File: config.mk
export PLATFORM = sky130hd
export DESIGN_NAME = pipelined_rca
export DESIGN_NICKNAME = d
export VERILOG_FILES = /design/src/rtl/pipelined_rca.sv
export SDC_FILE = /design/constraint.sdc
export NUM_CORES = 1
export LEC_CHECK = 0
export BUFFER_PORTS_ARGS = -buffer_cell sky130_fd_sc_hd__buf_2
export CORE_ASPECT_RATIO = 0.8
export CORE_MARGIN = 8
export CORE_UTILIZATION = 53
export CTS_CLUSTER_SIZE = 16
export DETAILED_ROUTE_END_ITERATION = 10
export HOLD_SLACK_MARGIN = 0.1
export PLACE_DENSITY = 0.77
export SYNTH_ARGS = -nofsm -noshare
export SYNTH_HDL_FRONTEND = slang
export SYNTH_SLANG_ARGS = --single-unit
export TNS_END_PERCENT = 1
File: constraint.sdc
create_clock -name clk -period 2.36 [get_ports clk]
set_clock_uncertainty 0.05 [all_clocks]
set_input_delay 0.354 -clock clk [delete_from_list [all_inputs] [get_ports clk]]
set_output_delay 0.354 -clock clk [all_outputs]
set_load 0.01 [all_outputs]
File: src/rtl/pipelined_rca.sv
// pipelined_rca: pipelined ripple-carry adder/subtractor with valid/ready handshake
// Optional feature macro: PIPELINED_RCA_OVERFLOW_EN (adds ovf output)
// Ports:
//   clk, rst_n           clock, asynchronous active-low reset
//   in_valid, in_ready   operand beat handshake
//   a, b, c_in, sub      operands, carry-in, subtract mode (b inverted)
//   out_valid, out_ready result beat handshake
//   sum, c_out           WIDTH-bit result and carry out of the MSB
//   ovf                  signed overflow flag (only with PIPELINED_RCA_OVERFLOW_EN)
`timescale 1ns/1ps
module pipelined_rca #(
  parameter int WIDTH  = 64,
  parameter int STAGES = 4
) (
  input  logic             clk,
  input  logic             rst_n,
  input  logic             in_valid,
  output logic             in_ready,
  input  logic [WIDTH-1:0] a,
  input  logic [WIDTH-1:0] b,
  input  logic             c_in,
  input  logic             sub,
  output logic             out_valid,
  input  logic             out_ready,
  output logic [WIDTH-1:0] sum,
  output logic             c_out
`ifdef PIPELINED_RCA_OVERFLOW_EN
  ,
  output logic             ovf
`endif
);
  localparam int SLICE = WIDTH / STAGES;
  logic             adv;
  logic [WIDTH-1:0] bx;
  logic [WIDTH-1:0] aq [STAGES];
  logic [WIDTH-1:0] bq [STAGES];
  logic [WIDTH-1:0] sq [STAGES];
  logic [STAGES-1:0] cq, vq;
  logic [WIDTH-1:0] ia [STAGES];
  logic [WIDTH-1:0] ib [STAGES];
  logic [WIDTH-1:0] ip [STAGES];
  logic [WIDTH-1:0] ns [STAGES];
  logic [STAGES-1:0] ic, iv;
  logic [SLICE:0]   r [STAGES];
  // Whole pipe moves in lockstep; bubbles are not squeezed out.
  assign adv       = ~out_valid | out_ready;
  assign in_ready  = adv;
  // Subtraction inverts b once at entry; the inverted operand travels down the pipe.
  assign bx        = sub ? ~b : b;
  assign out_valid = vq[STAGES-1];
  assign sum       = sq[STAGES-1];
  assign c_out     = cq[STAGES-1];
  // Stage k sees either the ports (k=0) or the register of stage k-1 and ripples one slice.
  always_comb begin
    ia[0] = a;
    ib[0] = bx;
    ic[0] = c_in;
    iv[0] = in_valid;
    ip[0] = '0;
    for (int k = 1; k < STAGES; k++) begin
      ia[k] = aq[k-1];
      ib[k] = bq[k-1];
      ic[k] = cq[k-1];
      iv[k] = vq[k-1];
      ip[k] = sq[k-1];
    end
    for (int k = 0; k < STAGES; k++) begin
      r[k] = {1'b0, ia[k][k*SLICE +: SLICE]} + {1'b0, ib[k][k*SLICE +: SLICE]} + {{SLICE{1'b0}}, ic[k]};
      ns[k] = ip[k];
      ns[k][k*SLICE +: SLICE] = r[k][SLICE-1:0];
    end
  end
`ifdef PIPELINED_RCA_OVERFLOW_EN
  logic ovf_n;
  // Carry into the MSB recovered as sum ^ a ^ b at that bit, so no extra split adder is needed.
  assign ovf_n = r[STAGES-1][SLICE] ^ ns[STAGES-1][WIDTH-1] ^ ia[STAGES-1][WIDTH-1] ^ ib[STAGES-1][WIDTH-1];
`endif
  always_ff @(posedge clk or negedge rst_n) begin
    if (!rst_n) begin
      vq <= '0;
      cq <= '0;
      for (int k = 0; k < STAGES; k++) begin
        aq[k] <= '0;
        bq[k] <= '0;
        sq[k] <= '0;
      end
`ifdef PIPELINED_RCA_OVERFLOW_EN
      ovf <= 1'b0;
`endif
    end else if (adv) begin
      for (int k = 0; k < STAGES; k++) begin
        vq[k] <= iv[k];
        cq[k] <= r[k][SLICE];
        aq[k] <= ia[k];
        bq[k] <= ib[k];
        sq[k] <= ns[k];
      end
`ifdef PIPELINED_RCA_OVERFLOW_EN
      ovf <= ovf_n;
`endif
    end
  end
endmodule

After elaboration in Yosys (flattened, before gate mapping)
Cells that the tools add are included.

cells by class
  add/subtract/negate cells = 8
  multipliers = 0
  divide/modulo/power cells = 0
  magnitude comparators = 0
  equal/unequal tests = 0
  shifts and indexed selects = 0
  multiplexer cells = 1
  bitwise operators = 3
  reduce and logical (&&, ||, !) cells = 0

operator list
  cell                     number
  adder 16 x 16 -> 17 bit  4
  adder 17 x 1 -> 17 bit   4
  two-way mux 64 bit       1
  NOT 64 bit               1
  NOT 1 bit                1
  OR 1 bit                 1

storage, ports and cells
  flip-flop bits (word level) = 552
  latch bits = 0
  RAM bits = 0
  ROM bits = 0
  output and inout bits = 67
  logic and storage cells = 24
  memories = 0

Logic depth before layout (Yosys ltp)
Gate-level depths: netlist of the first run.

  word-level depth = 4
  mapped depth = 11

Least setup slack after synthesis of the first run
No wires, ideal clock.

  path kind = input to register
  from = in sub
  to = reg cq[0]
  library setup time = 65 ps
  arrival time = 2917 ps
  data required time = 2245 ps
  slack = -672 ps
  cell stages on the path = 11
  buffers on the path = 2
  path through = clkbuf_1 > buf_2 > xnor2_1 > fa_1 > fa_1 > nand2b_1 > a211o_1 > a31oi_1 > a211oi_2 > o211ai_1 > o21a_1

between the ends
  word-level cells in the longest chain between the ends = 3

ends and longest elaborated chain
  element                          RTL line  RTL
  from (decl)                      22        input logic sub,
  two-way mux 64 bit               49        assign bx = sub ? ~b : b;
  adder 16 x 16 -> 17 bit          68        r[k] = {1'b0, ia[k][k*SLICE +: SLICE]} + {1'b0, ib[k][k*SLICE +: SLICE]} + {{SLICE{1'b0}}, ic[k]};
  adder 17 x 1 -> 17 bit           68
  to (signal, indexed assignment)  93        cq[k] <= r[k][SLICE];
  to (decl)                        38        logic [STAGES-1:0] cq, vq;

No other way between the ends.
A chain may end at the register's enable or synchronous reset.

Final worst setup path of the first run
  from = reg aq[160] (netlist bit)
  to = reg sq, in the netlist ip[44]

between the ends
  word-level cells in the longest chain between the ends = 2

ends and longest elaborated chain
  element                            RTL line  RTL
  from (decl)                        35        logic [WIDTH-1:0] aq [STAGES];
  from (signal, indexed assignment)  94        aq[k] <= ia[k];
  adder 16 x 16 -> 17 bit            68
  adder 17 x 1 -> 17 bit             68
  to (signal, indexed assignment)    96        sq[k] <= ns[k];
  to (decl)                          37        logic [WIDTH-1:0] sq [STAGES];

No other way between the ends.

==> impl_results.md, run 1 <==
- Status: complete, but fails checks
- Failing checks: setup timing
- Total negative slack: -1.56 ns
- Final Wtd Congestion: around 0.86
- Num rows: 58
- Max VDD drop: approximately 0.7 mV
- Clock Tree Buf Depth: 3
- Die W: around 220 µm
- Die height: between 150 and 200 µm
- Slew @ Worst Pin: between 0.8 and 0.9 ns
- Commonest non-fill, non-tap cell in the layout: nand2_1
- Routed WL: 41800 µm
- Syn Nets: ~2100
- Most frequent cells in the layout: 859 x nand2_1, 360 x dfrtp_1, 198 x buf_2
- Total iterations of the first detailed-routing run: 5
- Final min period: approximately 2.6 ns
- First-pass GRT wire length: between 60000 and 70000 µm
- Critical Path RT: 2.69 ns
- Cell Area, Synth: around 0.017 mm²
- Pre-CTS worst setup slack: -0.478 ns
- Clock sink total: 360
- P&R area growth vs syn: 23.8%
- Port Buffers: 200
- Area leader, netlist: dfrtp_1
- CTS tree: yes
- CP Capture Type: flop
- Period utilization: 112%
- Residual DRC: 0
- CP Data Arrival Time: 2.97 ns
- Antenna-violating nets left: 0
- Post-synth EDFFs: 0
- DIE AREA: ~0.038 mm²
- Initial Util: between 50% and 60%
- Final Hold Fails: 0
- Hold Crit Class: input port to flop
- Final cell count without fillers: ~2600
- Max Freq: approximately 380 MHz
- Total track usage: a little over a fifth
- Final setup violation count: 11
- Top FF cell, synth: dfrtp_1
- Vias in the first global route: ~14000
- Pwr Density: between 1000 and 1500 mW/mm²
- Drt via density: between 5 and 6
- Syn Inst Count: roughly 1900
- Final #Nets: around 2400
- Rel. slew slack: a little over two fifths
- Seq cells post-synth: 360
- Clock latency on the worst-skew pair: around 0.52 ns
- Initial antenna violation count: 1
- H-tree levels: 2
- Core ar.: 0.0314 mm²
- Placed cells: approximately 2500
- Drt wl/cell: 15.8 µm
- Critical path class: flop to flop
- Post-synth ARST share: 100%
- Max-Cap Viols: 0
- Clk slew on worst S/H paths: around 0.060 ns
- Remaining Overflow, GRT: 0
- Share of layout cells above drive strength 1: about 16%
- Final core occ: 66.6%
- Syn_area_per_cell: a little under 9 µm²
- TritonCTS Buffers: 37
- I/O pins: approximately 200
- Fin. max-slew vios: 0
- Post-DP HPWL: roughly 28000 µm
- RSZ-0062 raised after global routing: yes
- Clk root buf: clkbuf_16
- Post-synth top area share: 53.4%
- Leakage power: 10.5 nW
- Post-synthesis sequential area ratio: between 50% and 60%
- Worst-path fanout max: 4
- Largest net degree at the start of global routing: 150
- Initial DRC count: between 900 and 1000
- Synth unique cells: 70
- Design Power: 28.0 mW
- Setup WS post-layout: -0.283 ns
- Vias: about 14000
- Type of origin of the critical path: flop
- Synth warnings: 0
- Area contributors post-synth: dfrtp_1 53%, nand2_1 19%, ha_1 4.5%
power by group:
part           leakage [nW]  switching (mW)  total [mW]  internal (mW)
registers              4.32            1.67        10.6           8.96
clock network         0.589            2.41        5.86           3.45
logic                  5.59            6.76        11.5           4.72
total                  10.5            10.8        28.0           17.1
Yosys cell counts, types with 8 or more instances:
| library cell | number |
|---|---|
| nand2_1 | 859 |
| dfrtp_1 | 360 |
| o21ai_0 | 98 |
| a21oi_1 | 73 |
| xnor2_1 | 67 |
| nor2_1 | 66 |
| ha_1 | 60 |
| buf_2 | 43 |
| clkbuf_1 | 41 |
| xor2_1 | 37 |
| a21o_1 | 14 |
| a211oi_1 | 13 |
| inv_1 | 12 |
| nand2b_1 | 9 |
| nand3_1 | 9 |
| fa_1 | 8 |
sequential cells by signal, indices dropped and copies added, names as in the netlist:
name,flops
cq,4
ip,96
aq,96
bq,96
sum,64
vq,4
worst max-delay path, cell delays in order (launching register included):
cell and delay (ns):
dfrtp_1 0.41, fa_2 0.42, fa_2 0.36, a211oi_2 0.23
nor2_1 0.07, o41a_1 0.39, a211oi_2 0.30, xor2_1 0.20
o21ai_1 0.08
cell type report:
cell class,instances,area [µm²]
Fill cell,2488,10500
Sequential cell,360,9010
Multi-Input combinational cell,1428,7510
Timing Repair Buffer,359,2560
Clock buffer,53,1060
Tap cell,420,526
Clock inverter,11,148
Inverter,13,56.3
Antenna cell,1,2.50
kinds of logic (layout without fill, tap and decap cells):
family                   Yosys count  after routing  synth area share [%]
AO/OA/AOI/OAI                    271            271                  10.0
XOR/XNOR                         104            104                  5.40
adder cells (fa/ha/maj)           68             68                  5.40
buffers and inverters            103            436                  2.79
flip-flops                       360            360                  53.4
multiplexers                       4              4                 0.238
other                              0              1                     0
AND/OR/NAND/NOR                  981            981                  22.7
routing by layer:
| layer | part of all wire, % | up-vias | track usage (%) | routed length (µm) |
|---|---|---|---|---|
| li1 | - | 6752 | - | - |
| met1 | 45 | 6629 | 29.2 | 18700 |
| met2 | 48 | 324 | 36.4 | 20100 |
| met3 | 5.0 | 81 | 3.82 | 2100 |
| met4 | 2.2 | 0 | 6.01 | 930 |
| met5 | 0 | - | 0 | 0 |
timing repair:
action / CTS / global route
hold endpoints to repair: 216 / 0
gates cloned: 0 / 0
hold buffers: 90 / 0
buffers inserted: 2 / 1
endpoints found under the setup margin: 23 / 23
resized for setup: 11 / 12
pin swaps: 16 / 9
worst paths after layout:
| check | cells after the start | to | start | slack, ns |
|---|---|---|---|---|
| worst max-delay path | 8 | ip[44] | aq[160] | -0.28 |
| worst min-delay path | 3 | bq[251] | b[59] | 0.11 |
| worst max register to register | 8 | ip[44] | aq[160] | -0.28 |
| worst min register to register | 2 | ip[31] | ip[31] | 0.41 |
| max in group asynchronous | 4 | bq[115] | rst_n | 1.15 |
| min in group asynchronous | 2 | sum[8] | rst_n | 0.29 |
through the flow:
step / area (µm²) / hold slack [ns]
finish: 20900 / 0.113
global placement: 18600 / 0.240
floorplan: 16900 / 0.00841
detailed placement: 18600 / 0.242
CTS: 20800 / 0.103
global route: 20900 / 0.108
(Power assumes the default switching activity.)
==> run 2, diff against run 1 <==
- CORE_MARGIN: 8 -> 2
==> run 2 against run 1 <==
Compared with the run above: the run still ends with setup timing left; register-to-register slack better by 0.11 ns; via count up 1.2%; die area down 12%; sequential share of layout area down 0.34 points; fmax up 4.4%; critical path depth unchanged; combinational power about the same; setup slack better by 0.11 ns; worst hold slack worse by 0.0042 ns; critical path type unchanged.
==> impl_results.md, run 2 (synthesis gave the netlist of run 1 again) <==
- Residual DRC: 0 (unchanged)
- P&R area growth vs syn: 24.8%
- Clk root buf: clkbuf_16
- Total iterations of the first detailed-routing run: 5 (unchanged)
- Worst-path fanout max: 4 (unchanged)
- Failing checks: setup timing
- Initial DRC count: 999 (+3.6%)
- Num rows: 58 (unchanged)
- First-pass GRT wire length: 67700 µm (-2.6%)
- Final core occ: 67.1% (+0.53 points)
- Status: complete, but fails checks
- Port Buffers: 200 (unchanged)
- Critical path class: flop to flop
- Clock Tree Buf Depth: 3 (unchanged)
- Worst path slowest cell: o41a_1
- Critical Path RT: 2.70 ns (about the same)
- Most common cell on crit path: fa_2
- Vias: 13955 (+1.2%)
- Share of layout cells above drive strength 1: 17.2% (+0.71 points)
- Total negative slack: -1.19 ns (+0.363 ns)
- CP max stage delay: 0.41 ns (about the same)
- H-tree levels: 2 (unchanged)
- Fin. max-slew vios: 0 (unchanged)
- Routed WL: 41200 µm (-1.5%)
- Remaining Overflow, GRT: 0 (unchanged)
- Setup WS post-layout: -0.172 ns (+0.111 ns)
- Period utilization: 107% (-4.7 points)
- Pre-CTS worst setup slack: -0.364 ns (+0.114 ns)
- Antenna-violating nets left: 0 (unchanged)
- CTS tree: yes
- Die W: 203 µm (-5.6%)
- Total track usage: 25.1% (+3.3 points)
- RSZ-0062 raised after global routing: yes
- CP Data Arrival Time: 2.87 ns (-0.10 ns)
- Cell family with most CP delay: compound AO/OA/AOI/OAI gates
- Final Wtd Congestion: 0.883 (+2.1%)
- Type of origin of the critical path: flop
- Commonest non-fill, non-tap cell in the layout: nand2_1
- Final #Nets: 2425 (+1.0%)
- Slew @ Worst Pin: 0.857 ns (+0.00245 ns)
- Drt via density: 5.23 (+0.32%)
- DP Area: 0.0188 mm² (+0.78%)
- DIE AREA: 0.0333 mm² (-12%)
- Fillers: 2466 (-0.88%)
- Max Freq: 395 MHz (+4.4%)
- Max-Cap Viols: 0 (unchanged)
- Final Hold Fails: 0 (unchanged)
- Final instance area: 0.0210 mm² (+0.80%)
- Most frequent cells in the layout: 859 x nand2_1, 360 x dfrtp_1, 198 x buf_2
- TritonCTS Buffers: 37 (unchanged)
- Die height: 164 µm (-6.8%)
- Worst hold margin: 0.109 ns (-0.00419 ns)
- Pwr Density: 1330 mW/mm² (-0.58%)
- Clock latency on the worst-skew pair: 0.52 ns (about the same)
- Flop2flop setup slack: -0.17 ns (+0.11 ns)
- Clock sink total: 360 (unchanged)
- WP buf/inv: 0 (unchanged)
- Final setup violation count: 13 (+2)
- Hold Crit Class: input port to flop
- Max VDD drop: 0.696 mV (+1.2%)
- Final min period: 2.53 ns (-0.111 ns)
- Post-DP HPWL: 27200 µm (-1.9%)
- Crit path cell chain: fa_2, fa_2, a211oi_2, nor2_1, o41a_1, a41oi_2, xor2_1, a21oi_1
- Initial Util: 53.8% (unchanged)
- Core ar.: 0.0314 mm² (unchanged)
- Vias in the first global route: 13729 (-1.6%)
- Initial antenna violation count: 1 (unchanged)
- Rel. slew slack: 42.8% (-0.16 points)
- Largest net degree at the start of global routing: 115 (-23%)
- CP Capture Type: flop
- Clk slew on worst S/H paths: 0.07 ns (about the same)
- Drt wl/cell: 15.4 µm (-2.4%)
- I/O pins: 201 (unchanged)
- Leakage power: 10.6 nW (+1.0%)
-- run 2: layout make-up --
class                   count  area, µm²  share of cell area [%]
well taps                 420        526                    2.50
flip-flops and latches    360       9010                    42.8
diodes                      1       2.50                  0.0119
multi-input cells        1428       7500                    35.7
clock buffers              54       1090                    5.19
inverters                  13       56.3                   0.268
clock inverters            10        111                   0.529
repair buffers            383       2740                    13.0
-- run 2: worst min-delay path: stages --
cell and delay (ns):
buf_2 0.08, xnor2_1 0.12, o21ai_0 0.08
-- run 2: through the flow --
| step | instances | power [mW] |
|---|---|---|
| after floorplan | 1891 | 18.0 |
| after global placement | 2508 | 21.2 |
| after detailed placement | 2508 | 21.6 |
| after CTS | 2668 | 27.9 |
| after global routing | 2669 | 30.1 |
| final | 2669 | 28.0 |
-- run 2: report_power, final --
group          total, mW  leakage (nW)  switching [mW]  internal, mW
logic               11.6          5.71            6.80          4.78
registers           10.6          4.32            1.66          8.96
clock network       5.82         0.583            2.39          3.43
total               28.0          10.6            10.9          17.2
-- run 2: repair_timing --
action / CTS / global route
gates resized for setup: 12 / 10
endpoints found under the hold margin: 138 / 0
gates cloned: 0 / 0
hold buffers: 94 / 0
setup buffers: 2 / 0
pin swaps: 13 / 6
endpoints found under the setup margin: 22 / 23
-- run 2: worst paths after layout --
path	endpoint	cells past startpoint	start
min	bq[216]	3	b[24]
max in group asynchronous	bq[169]	3	rst_n
min reg2reg	vq[3]	1	vq[2]
max reg2reg	ip[42]	8	aq[160]
min in group asynchronous	sum[9]	2	rst_n
max	ip[42]	8	aq[160]
-- run 2: routing by layer --
layer  track usage (%)  routed length, µm
met5                 0                  0
met4              7.03                914
met3              3.37               2100
met2              40.7              19600
met1              35.6              18600
